$ cat config.mk
export PLATFORM = sky130hd
export DESIGN_NAME = load_store_unit
export DESIGN_NICKNAME = d
export VERILOG_FILES = /design/src/rtl/load_store_unit.sv
export SDC_FILE = /design/constraint.sdc
export NUM_CORES = 1
export LEC_CHECK = 0
export ABC_AREA = 0
export BUFFER_PORTS_ARGS = -buffer_cell sky130_fd_sc_hd__buf_2
export CAP_MARGIN = 20
export CORE_ASPECT_RATIO = 0.7
export CORE_UTILIZATION = 43
export CTS_CLUSTER_DIAMETER = 100
export DETAILED_ROUTE_END_ITERATION = 12
export GPL_TIMING_DRIVEN = 0
export PLACE_DENSITY = 0.79
export SYNTH_ARGS = -nofsm -noshare
export SYNTH_HDL_FRONTEND = slang
export SYNTH_SLANG_ARGS = --single-unit
$ cat constraint.sdc
create_clock -name clk -period 2.99 [get_ports clk]
set_input_delay 0.7475 -clock clk [delete_from_list [all_inputs] [get_ports clk]]
set_output_delay 0.7475 -clock clk [all_outputs]
set_load 0.02 [all_outputs]
$ cat src/rtl/load_store_unit.sv
// Load/store initiator: byte-address requests to word-wide memory, sub-word extract/merge (LSU_BYTE_LANES_EN).
// Latency accept->resp: error 1, load/word store 2, sub-word store 3 cycles.
// Backpressure: req_ready high only in IDLE; one request in flight, no buffering.
module load_store_unit #(
  parameter int MEM_WIDTH = 32,
  parameter int MEM_SIZE  = 256,
  localparam int AW       = $clog2(MEM_SIZE)
) (
  input  logic                 clk,
  input  logic                 reset,
  input  logic                 req_valid,
  output logic                 req_ready,
  input  logic                 req_write,
  input  logic [1:0]           req_size,
  input  logic                 req_signed,
  input  logic [31:0]          req_addr,
  input  logic [MEM_WIDTH-1:0] req_wdata,
  output logic                 resp_valid,
  output logic [MEM_WIDTH-1:0] resp_rdata,
  output logic                 resp_error,
  output logic [AW-1:0]        mem_addr,
  output logic                 mem_read_en,
  output logic                 mem_write_en,
  output logic [MEM_WIDTH-1:0] mem_write_val,
  input  logic [MEM_WIDTH-1:0] mem_read_val
);

  typedef enum logic [1:0] {IDLE, READ, WRITE, RESP} state_t;

  state_t state_q, state_d;

  logic                 op_write;
  logic                 req_err;
  logic                 size_err;
  logic                 align_err;
  logic                 range_err;
  logic [MEM_WIDTH-1:0] load_ext;

`ifdef LSU_BYTE_LANES_EN
  logic [1:0]           op_size;
  logic                 op_signed;
  logic [1:0]           op_lane;
  logic [15:0]          op_wdata;
  logic [7:0]           byte_sel;
  logic [15:0]          half_sel;
  logic [MEM_WIDTH-1:0] merge_word;
`else
  // Sign control and upper store data only matter when sub-word lanes exist.
  logic unused_sub_word;
  assign unused_sub_word = ^{req_signed, req_wdata};
`endif

  // Request legality: size/alignment per build, and address must fall inside the memory.
  always_comb begin
    size_err  = 1'b0;
    align_err = 1'b0;
`ifdef LSU_BYTE_LANES_EN
    size_err  = (req_size == 2'b11);
    align_err = ((req_size == 2'b01) && req_addr[0]) ||
                ((req_size == 2'b10) && (req_addr[1:0] != 2'b00));
`else
    size_err  = (req_size != 2'b10);
    align_err = (req_addr[1:0] != 2'b00);
`endif
    range_err = |req_addr[31:AW+2];
    req_err   = size_err || align_err || range_err;
  end

`ifdef LSU_BYTE_LANES_EN
  // Lane extract/extend for loads and lane merge for sub-word stores (little-endian).
  always_comb begin
    byte_sel   = mem_read_val[{op_lane, 3'b000} +: 8];
    half_sel   = mem_read_val[{op_lane[1], 4'b0000} +: 16];
    load_ext   = mem_read_val;
    merge_word = mem_read_val;
    if (op_size == 2'b00) begin
      load_ext = {{24{op_signed & byte_sel[7]}}, byte_sel};
      merge_word[{op_lane, 3'b000} +: 8] = op_wdata[7:0];
    end else if (op_size == 2'b01) begin
      load_ext = {{16{op_signed & half_sel[15]}}, half_sel};
      merge_word[{op_lane[1], 4'b0000} +: 16] = op_wdata;
    end
  end
`else
  // Word-only build: the read word is the load result.
  always_comb begin
    load_ext = mem_read_val;
  end
`endif

  // Next-state selection; a READ on behalf of a store always continues to WRITE.
  always_comb begin
    state_d = state_q;
    case (state_q)
      IDLE: begin
        if (req_valid) begin
          if (req_err)                    state_d = RESP;
          else if (!req_write)            state_d = READ;
          else if (req_size == 2'b10)     state_d = WRITE;
          else                            state_d = READ;
        end
      end
      READ:    state_d = op_write ? WRITE : RESP;
      WRITE:   state_d = RESP;
      RESP:    state_d = IDLE;
      default: state_d = IDLE;
    endcase
  end

  // Strobes decode straight from state so reset removes them without waiting for a clock.
  assign req_ready    = (state_q == IDLE);
  assign mem_read_en  = (state_q == READ);
  assign mem_write_en = (state_q == WRITE);
  assign resp_valid   = (state_q == RESP);

  // State register plus request capture, load result and write data registers.
  always_ff @(posedge clk or posedge reset) begin
    if (reset) begin
      state_q       <= IDLE;
      op_write      <= 1'b0;
      mem_addr      <= '0;
      mem_write_val <= '0;
      resp_rdata    <= '0;
      resp_error    <= 1'b0;
`ifdef LSU_BYTE_LANES_EN
      op_size       <= 2'b00;
      op_signed     <= 1'b0;
      op_lane       <= 2'b00;
      op_wdata      <= '0;
`endif
    end else begin
      state_q <= state_d;
      case (state_q)
        IDLE: begin
          if (req_valid) begin
            op_write   <= req_write;
            mem_addr   <= req_addr[AW+1:2];
            resp_rdata <= '0;
            resp_error <= req_err;
`ifdef LSU_BYTE_LANES_EN
            op_size    <= req_size;
            op_signed  <= req_signed;
            op_lane    <= req_addr[1:0];
            op_wdata   <= req_wdata[15:0];
`endif
            if (req_write && (req_size == 2'b10) && !req_err)
              mem_write_val <= req_wdata;
          end
        end
        READ: begin
          if (!op_write)
            resp_rdata <= load_ext;
`ifdef LSU_BYTE_LANES_EN
          else
            mem_write_val <= merge_word;
`endif
        end
        default: ;
      endcase
    end
  end

endmodule

# Word-level counts from Yosys, hierarchy flattened
# Cells that the tools add are included.
# classes
bitwise	0
multipliers	0
reduce_logical	12
shift	0
n_eq_ne	7
magnitude_cmp	0
addsub	0
n_mux	9
div	0
# ops
op	count
$mux 32	2
$pmux 32 s2	1
$reduce_or 22->1	1
$mux 2	4
$pmux 2 s4	1
$eq 2x2->1 const B	3
$ne 2x2->1 const B	3
$reduce_and 3->1	2
$reduce_bool 2->1	2
$eq 2x1->1 const B	1
$logic_and 1x1->1	2
$logic_not 2->1	1
$logic_or 1x1->1	2
$reduce_and 2->1	1
$logic_not 1->1	1
$mux 1	1
# totals
n_memories	0
wordCells	34
ramBits	0
register_bits	76
output_inout_bits	77
input_bits	103
romBits	0
latch_bits	0

# Logic depth before layout (Yosys ltp)
# Gate-level depths: netlist (run 1).
# depth
depth_word	6
mapped_depth	8
depth_no_buf	6

# Worst setup path after synthesis (run 1)
# Ideal clock, no wire load.
# synth_path
path_type	input to register
startpoint	input req_addr[0]
endpoint	register mem_write_val[11]
setup_time_ns	0.125
t_arrival_ns	2.065
stages	5
setup_slack_ns	0.800
cell_sequence	nor4_1 nand4_1 nor3_4 buf_6 mux2_2
# synth_between
elab_chain_cells	6
# synth_rtl
item	line_no	rtl
from (decl)	16	input logic [31:0] req_addr,
$reduce_bool 2->1	63	align_err = (req_addr[1:0] != 2'b00);
$logic_or 1x1->1 (2 in a row)	66	req_err = size_err || align_err || range_err;
$logic_not 1->1	146	if (req_write && (req_size == 2'b10) && !req_err)
$logic_and 1x1->1	146	
$reduce_and 3->1 (no line)	n/a	
to (signal assigned)	147	mem_write_val <= req_wdata;
to (decl)	24	output logic [MEM_WIDTH-1:0] mem_write_val,
# Every way passes these cells.
# A chain may end at the register's enable or synchronous reset.

# Worst setup path after layout (run 1)
# layout_path
startpoint	register state_q[0]
endpoint	register mem_write_val[26]
# layout_between
elab_chain_cells	2
# layout_rtl
item	line_no	rtl
from (decl)	30	state_t state_q, state_d;
from (signal assigned)	132	state_q <= state_d;
$logic_not 2->1	133	case (state_q)
$reduce_and 3->1 (no line)	n/a	
# Every way passes these cells.

==> run_results.csv, run 1 <==
group,metric,value,unit
min_path,hold_path_class,"primary input to async pin",
floorplanning,fp.dieW,103,microns
clocking,root_buffer,"clkbuf_8",
clocking,ctsHoldBuffers,0,
grt,grt.total_usage,0.207,
cells_and_area,fin_area,4350,sq um
clocking,clock_path_buffers,2,
drt,drt_iter0_markers,54,
logic_synthesis,yosysMostFrequentCell,"dfrtp_1",
drt,final_antenna_net_count,0,
worst_setup_path,worstPathRequired,3.21,ns
worst_setup_path,crit_chain,"inv_1, ha_1, clkbuf_1, nand4_1, nor3_4, buf_6, mux2_2",
worst_setup_path,cp_slowest_stage_delay,0.40,ns
logic_synthesis,synth.area.top_cells,"dfrtp_1, mux2_2, nand2_1, nand3_1, ha_1",
sta,fmax,0.448,GHz
logic_synthesis,syn-cell-area,3080,sq um
sta,hold_viol,0,
worst_setup_path,critPathTopFamily,"buffers and inverters",
sta,post-route-period-util,0.747,
grt,grt_pass1_vias,2549,
logic_synthesis,synth_flop_cell,"dfrtp_1",
clocking,post_cts_resized,0,
sta,fin_hold_ws,0.388,ns
power_and_ir_drop,power_leakage,2.56,nW
logic_synthesis,synth_area_per_cell,11.7,sq um
place,dp.final_hpwl,5620,microns
cells_and_area,fin_util,0.638,
logic_synthesis,synthArstFlopShare,1.00,
grt,antenna_found_initial,0,
power_and_ir_drop,ir_drop,0.000325,V
clocking,clk_pin_slew,0.08,ns
logic_synthesis,synth-edff-count,0,
sta,finalCriticalPeriod,2.23,ns
drt,drtPass1Iterations,4,
worst_setup_path,endpoint_kind,"flip-flop",
cells_and_area,num-nets-final,560,
sta,maxSlewViolCount,0,
clocking,cts_setup_buffers,0,
grt,grt_pass1_wl,11700,microns
sta,maxSlewHeadroom,0.670,
cells_and_area,instances_no_fill,552,
logic_synthesis,synth.top_cell.area_share,0.618,
sta,finalSetupViolCount,0,
floorplanning,dieArea,7500,sq um
worst_setup_path,crit_type,"flip-flop to flip-flop",
floorplanning,io_pins,180,
floorplanning,initial_utilization,0.451,
floorplanning,num_rows,25,
logic_synthesis,synth_commonest_cells,"dfrtp_1, nand2_1, mux2_2",
place,place_congestion,0.739,
run_status,run_status,"complete, no violations",
worst_setup_path,start_kind,"flip-flop",
floorplanning,core,6820,sq um
logic_synthesis,ys_types,23,
sta,rsz0062_at_grt,"no",
drt,viasPerCell,4.82,
worst_setup_path,cp.arrival,2.45,ns
drt,vias,2661,
power_and_ir_drop,powerDensity,871,nW/um^2
clocking,insertion_delay,0.34,ns
sta,finalClockSkew,0.00747,ns
place,place_area,4110,sq um
cells_and_area,fill_cells,586,
clocking,htreeDepth,3,
clocking,cts_buffers,9,
worst_setup_path,cp_max_fo,10,
logic_synthesis,synth_cells,263,
grt,grt-ovfl-total,0,
clocking,numClockSinks,76,
floorplanning,die_y,72.8,microns
cells_and_area,diodes,0,
logic_synthesis,synth_top_cell_by_area,"dfrtp_1",
drt,totalWireLength,7430,microns
flow_run,cap_violations,0,
logic_synthesis,syn-num-nets,370,
logic_synthesis,synth_seq_cells,76,
drt,drc,0,
grt,grt_max_degree,50,
cells_and_area,layout-drive-gt1-share,0.522,
sta,worst_slew_pin_slew,0.495,ns
cells_and_area,syn_to_final_growth,41.4,%
logic_synthesis,ys_warn_count,0,
place,port_buffers,178,
worst_setup_path,crit_path_top_delay_cell,"dfrtp_1",
place,dp.cells,536,
clocking,cts_tree,"built",
logic_synthesis,synth_seq_area_share,0.618,
drt,wire_per_inst,13.5,microns
worst_setup_path,path_buf_inv,3,
-- report_power, final --
group	switching (mW)	leakage (nW)	total, mW	internal [mW]
Sequential	0.135	1.02	1.43	1.29
Clock	0.369	0.112	0.885	0.517
Combinational	0.997	1.43	1.48	0.478
Total	1.50	2.56	3.79	2.29
-- state kept, by name, summed over array words and instances (netlist names) --
| name | count |
|---|---|
| op_write | 1 |
| mem_write_val | 32 |
| state_q | 2 |
| resp_rdata | 32 |
| resp_error | 1 |
| mem_addr | 8 |
-- routing by layer --
metal	track usage	routed length, microns	vias to the layer above
li1	-	-	1271
met3	0.0814	634	4
met2	0.353	3580	123
met1	0.241	3170	1263
met4	0.0657	47	0
met5	0	0	-
-- cell type report --
cell class	count	area (sq um)	share of cell area
flip-flops and latches	76	1900	0.437
multi-input cells	166	1070	0.247
repair buffers	179	918	0.211
clock buffers	11	151	0.0348
well taps	94	118	0.0270
clock inverters	5	83.8	0.0193
plain buffers	15	78.8	0.0181
inverters	6	25.0	0.00575
-- worst reg2reg max path, delay by kind of cell, from the launching register on --
| family | cells | cell delay (ns) |
|---|---|---|
| mux | 1 | 0.35 |
| buf+inv | 3 | 0.64 |
| simple gates | 2 | 0.57 |
| flops | 1 | 0.40 |
| fa+ha+maj | 1 | 0.17 |
-- path summary, 6_finish.rpt --
check	to	slack, ns	from	cells after the start
worst max-delay path	mem_write_val[26]	0.76	state_q[0]	7
worst min-delay path	mem_write_val[24]	0.39	reset	2
worst max register to register	mem_write_val[26]	0.76	state_q[0]	7
worst min register to register	resp_rdata[12]	0.47	resp_rdata[12]	2
max in group asynchronous	op_write	2.04	reset	3
min in group clk	resp_rdata[12]	0.47	resp_rdata[12]	2
-- stage by stage --
stage	power, mW	worst slack (ns)	TNS, ns
after floorplan	2.41	0.304	0
after global placement	2.88	-0.582	-43.93
after detailed placement	2.93	0.443	0
after CTS	3.83	0.732	0
after global routing	4.06	0.575	0
final	3.79	0.757	0
-- placed cells by master, fill, tap and decap left out, types with 2 or more instances in the layout --
cell type,n
inv_1,5
mux2_2,39
o21ai_0,3
nand4_1,2
buf_1,2
clkbuf_8,11
buf_2,178
bufinv_16,2
nand3_1,33
ha_1,4
nor4_1,6
clkinvlp_4,2
nand2_1,67
dfrtp_1,76
clkbuf_1,10
mux2_1,2
buf_6,3
-- cells by family after synthesis --
group,Yosys count,synth area share
flip-flops,76,0.618
AND/OR/NAND/NOR,113,0.164
buffers and inverters,21,0.0330
AO/OA/AOI/OAI,8,0.0183
multiplexers,41,0.150
adder cells (fa/ha/maj),4,0.0163
(Power assumes the default switching activity.)
==> inputs of run 2 (changes only) <==
--- a/config.mk
+++ b/config.mk
@@ -9,11 +9,11 @@
 export BUFFER_PORTS_ARGS = -buffer_cell sky130_fd_sc_hd__buf_2
 export CAP_MARGIN = 20
 export CORE_ASPECT_RATIO = 0.7
-export CORE_UTILIZATION = 43
+export CORE_UTILIZATION = 39
 export CTS_CLUSTER_DIAMETER = 100
 export DETAILED_ROUTE_END_ITERATION = 12
 export GPL_TIMING_DRIVEN = 0
-export PLACE_DENSITY = 0.79
+export PLACE_DENSITY = 0.76
 export SYNTH_ARGS = -nofsm -noshare
 export SYNTH_HDL_FRONTEND = slang
 export SYNTH_SLANG_ARGS = --single-unit
==> constraint.sdc (replaced) <==
create_clock -name clk -period 1.8 [get_ports clk]
set_input_delay 0.45 -clock clk [delete_from_list [all_inputs] [get_ports clk]]
set_output_delay 0.45 -clock clk [all_outputs]
set_load 0.02 [all_outputs]
==> run 2 against run 1 <==
  * Sequential power rose by 66%
  * Critical endpoint is now mem_write_val[22]
  * Clock skew down 0.0012 ns
  * Flip-flop and latch count did not move
  * Clock power increased by 48%
  * Count of clock-buffer cells in the layout down 1
  * Worst hold slack got worse by 0.13 ns
  * Design area increased by 7.7%
  * Global-route usage is 0.24 points higher
  * Core utilization fell by 0.93 points
==> run_results.csv, run 2 (synthesized netlist as in run 1, its figures left out) <==
group,metric,value,unit
clocking,htreeDepth,3,
cells_and_area,reg_top3,"mem_write_val x32, resp_rdata x32, mem_addr x8",
drt,viasPerCell,4.85,
clocking,ctsHoldBuffers,0,
place,place_congestion,0.772,
floorplanning,dieArea,8250,sq um
floorplanning,fp.dieW,108,microns
floorplanning,core,7450,sq um
worst_setup_path,crit_type,"primary input to flip-flop",
worst_setup_path,endpoint_kind,"flip-flop",
grt,grt_pass1_vias,2968,
worst_setup_path,cp_max_fo,5,
worst_setup_path,critPathLaunch,"req_addr[12]",
grt,antenna_found_initial,0,
drt,vias,2783,
place,port_buffers,178,
flow_run,cap_violations,0,
sta,hold_viol,0,
floorplanning,num_rows,26,
grt,grt_pass1_wl,13400,microns
cells_and_area,diodes,0,
clocking,root_buffer,"clkbuf_8",
sta,rsz0062_at_grt,"yes",
place,preCtsSetupSlack,-0.483,ns
clocking,cts_buffers,9,
cells_and_area,fin_util,0.628,
sta,maxSlewViolCount,0,
sta,maxSlewHeadroom,0.444,
drt,drt_iter0_markers,147,
sta,fmax,0.557,GHz
cells_and_area,final_common_cell,"buf_2",
sta,finalCriticalPeriod,1.79,ns
grt,grt.total_usage,0.210,
clocking,insertion_delay,0.33,ns
cells_and_area,syn_to_final_growth,52.2,%
min_path,hold_path_class,"primary input to async pin",
drt,totalWireLength,8350,microns
clocking,clk_pin_slew,0.08,ns
clocking,numClockSinks,76,
power_and_ir_drop,powerDensity,1380,nW/um^2
worst_setup_path,cp.arrival,2.02,ns
place,dp.final_hpwl,5960,microns
power_and_ir_drop,power_leakage,2.70,nW
worst_setup_path,worstPathRequired,2.02,ns
sta,finalSetupViolCount,0,
grt,grt_max_degree,40,
worst_setup_path,start_kind,"primary input",
clocking,cts_tree,"built",
cells_and_area,mostFrequentLayoutCells,"buf_2, dfrtp_1, nand2_1, nand3_1, mux2_2",
clocking,clock_path_buffers,2,
sta,fin_hold_ws,0.260,ns
place,place_area,4150,sq um
floorplanning,initial_utilization,0.413,
power_and_ir_drop,total_power,6.48,mW
worst_setup_path,r2r-start,"state_q[1]",
sta,finalClockSkew,0.00626,ns
sta,post-route-period-util,0.997,
drt,drtPass1Iterations,4,
sta,worst_slew_pin_slew,0.832,ns
drt,drc,0,
floorplanning,io_pins,180,
drt,final_antenna_net_count,0,
floorplanning,die_y,76.3,microns
cells_and_area,layout-drive-gt1-share,0.578,
power_and_ir_drop,ir_drop,0.000669,V
grt,grt-ovfl-total,0,
cells_and_area,fin_area,4680,sq um
drt,wire_per_inst,14.5,microns
sta,worst_slack,0.00546,ns
cells_and_area,num-nets-final,578,
run_status,run_status,"complete, no violations",
==> run 2: cell types whose count changed in the layout (fill, tap and decap cells not counted), moves of 2 or more <==
cell      change
mux2_2       -16
mux2_4       +16
buf_4        +15
clkbuf_1      -8
buf_6         +5
clkbuf_4      +5
nor4_1        -3
buf_2         -2
buf_8         +2
clkinv_2      +2
inv_1         -2
inv_2         +2
nor4_4        +2
==> run 2: stage by stage <==
step	cells	TNS, ns
final	574	0
after global placement	539	-16.87
after floorplan	263	-2.39
after detailed placement	540	-19.49
after CTS	575	0
after global routing	574	-0.882
==> run 2: what timing repair did <==
item | CTS | global route
pin swaps | 5 | 6
resized for setup | 17 | 37
setup endpoints to repair | 70 | 72
buffers inserted | 18 | 1
gates cloned | 2 | 1
==> run 2: cell type report <==
cell class                 count  area [sq um]
fill                         635          2770
sequential                    76          1900
multi-input combinational    166          1190
timing repair buffer         199          1130
clock buffer                  10           138
tap                           98           123
buffer                        13           103
clock inverter                 6          63.8
inverter                       6          26.3
==> run 2: report_power, final <==
group / switching, mW / internal [mW]
Combinational: 1.77 / 1.04
Sequential: 0.219 / 2.15
Clock: 0.631 / 0.676
Total: 2.62 / 3.86
==> run 2: worst max-delay path: stages <==
cell and delay (ns):
buf_2 0.10, nor4_2 0.28, nand4_1 0.24, nor3_4 0.31
buf_6 0.17, buf_6 0.13, mux2_2 0.33
==> run 2: path summary, 6_finish.rpt <==
| check | slack (ns) | depth (start not counted) | end |
|---|---|---|---|
| worst max register to register | 0.05 | 7 | mem_write_val[22] |
| min in group clk | 0.33 | 2 | mem_write_val[2] |
| worst min-delay path | 0.26 | 2 | resp_rdata[13] |
| worst max-delay path | 0.005 | 7 | mem_write_val[22] |
| max in group asynchronous | 0.88 | 3 | mem_write_val[31] |
| worst min register to register | 0.47 | 2 | resp_rdata[2] |
==> run 2: per-layer routing <==
layer	vias to the layer above	part of all wire	global-route usage
met3	8	0.094	0.0787
li1	1301	-	-
met2	137	0.49	0.362
met4	0	0.0078	0.0658
met5	-	0	0
met1	1337	0.41	0.239
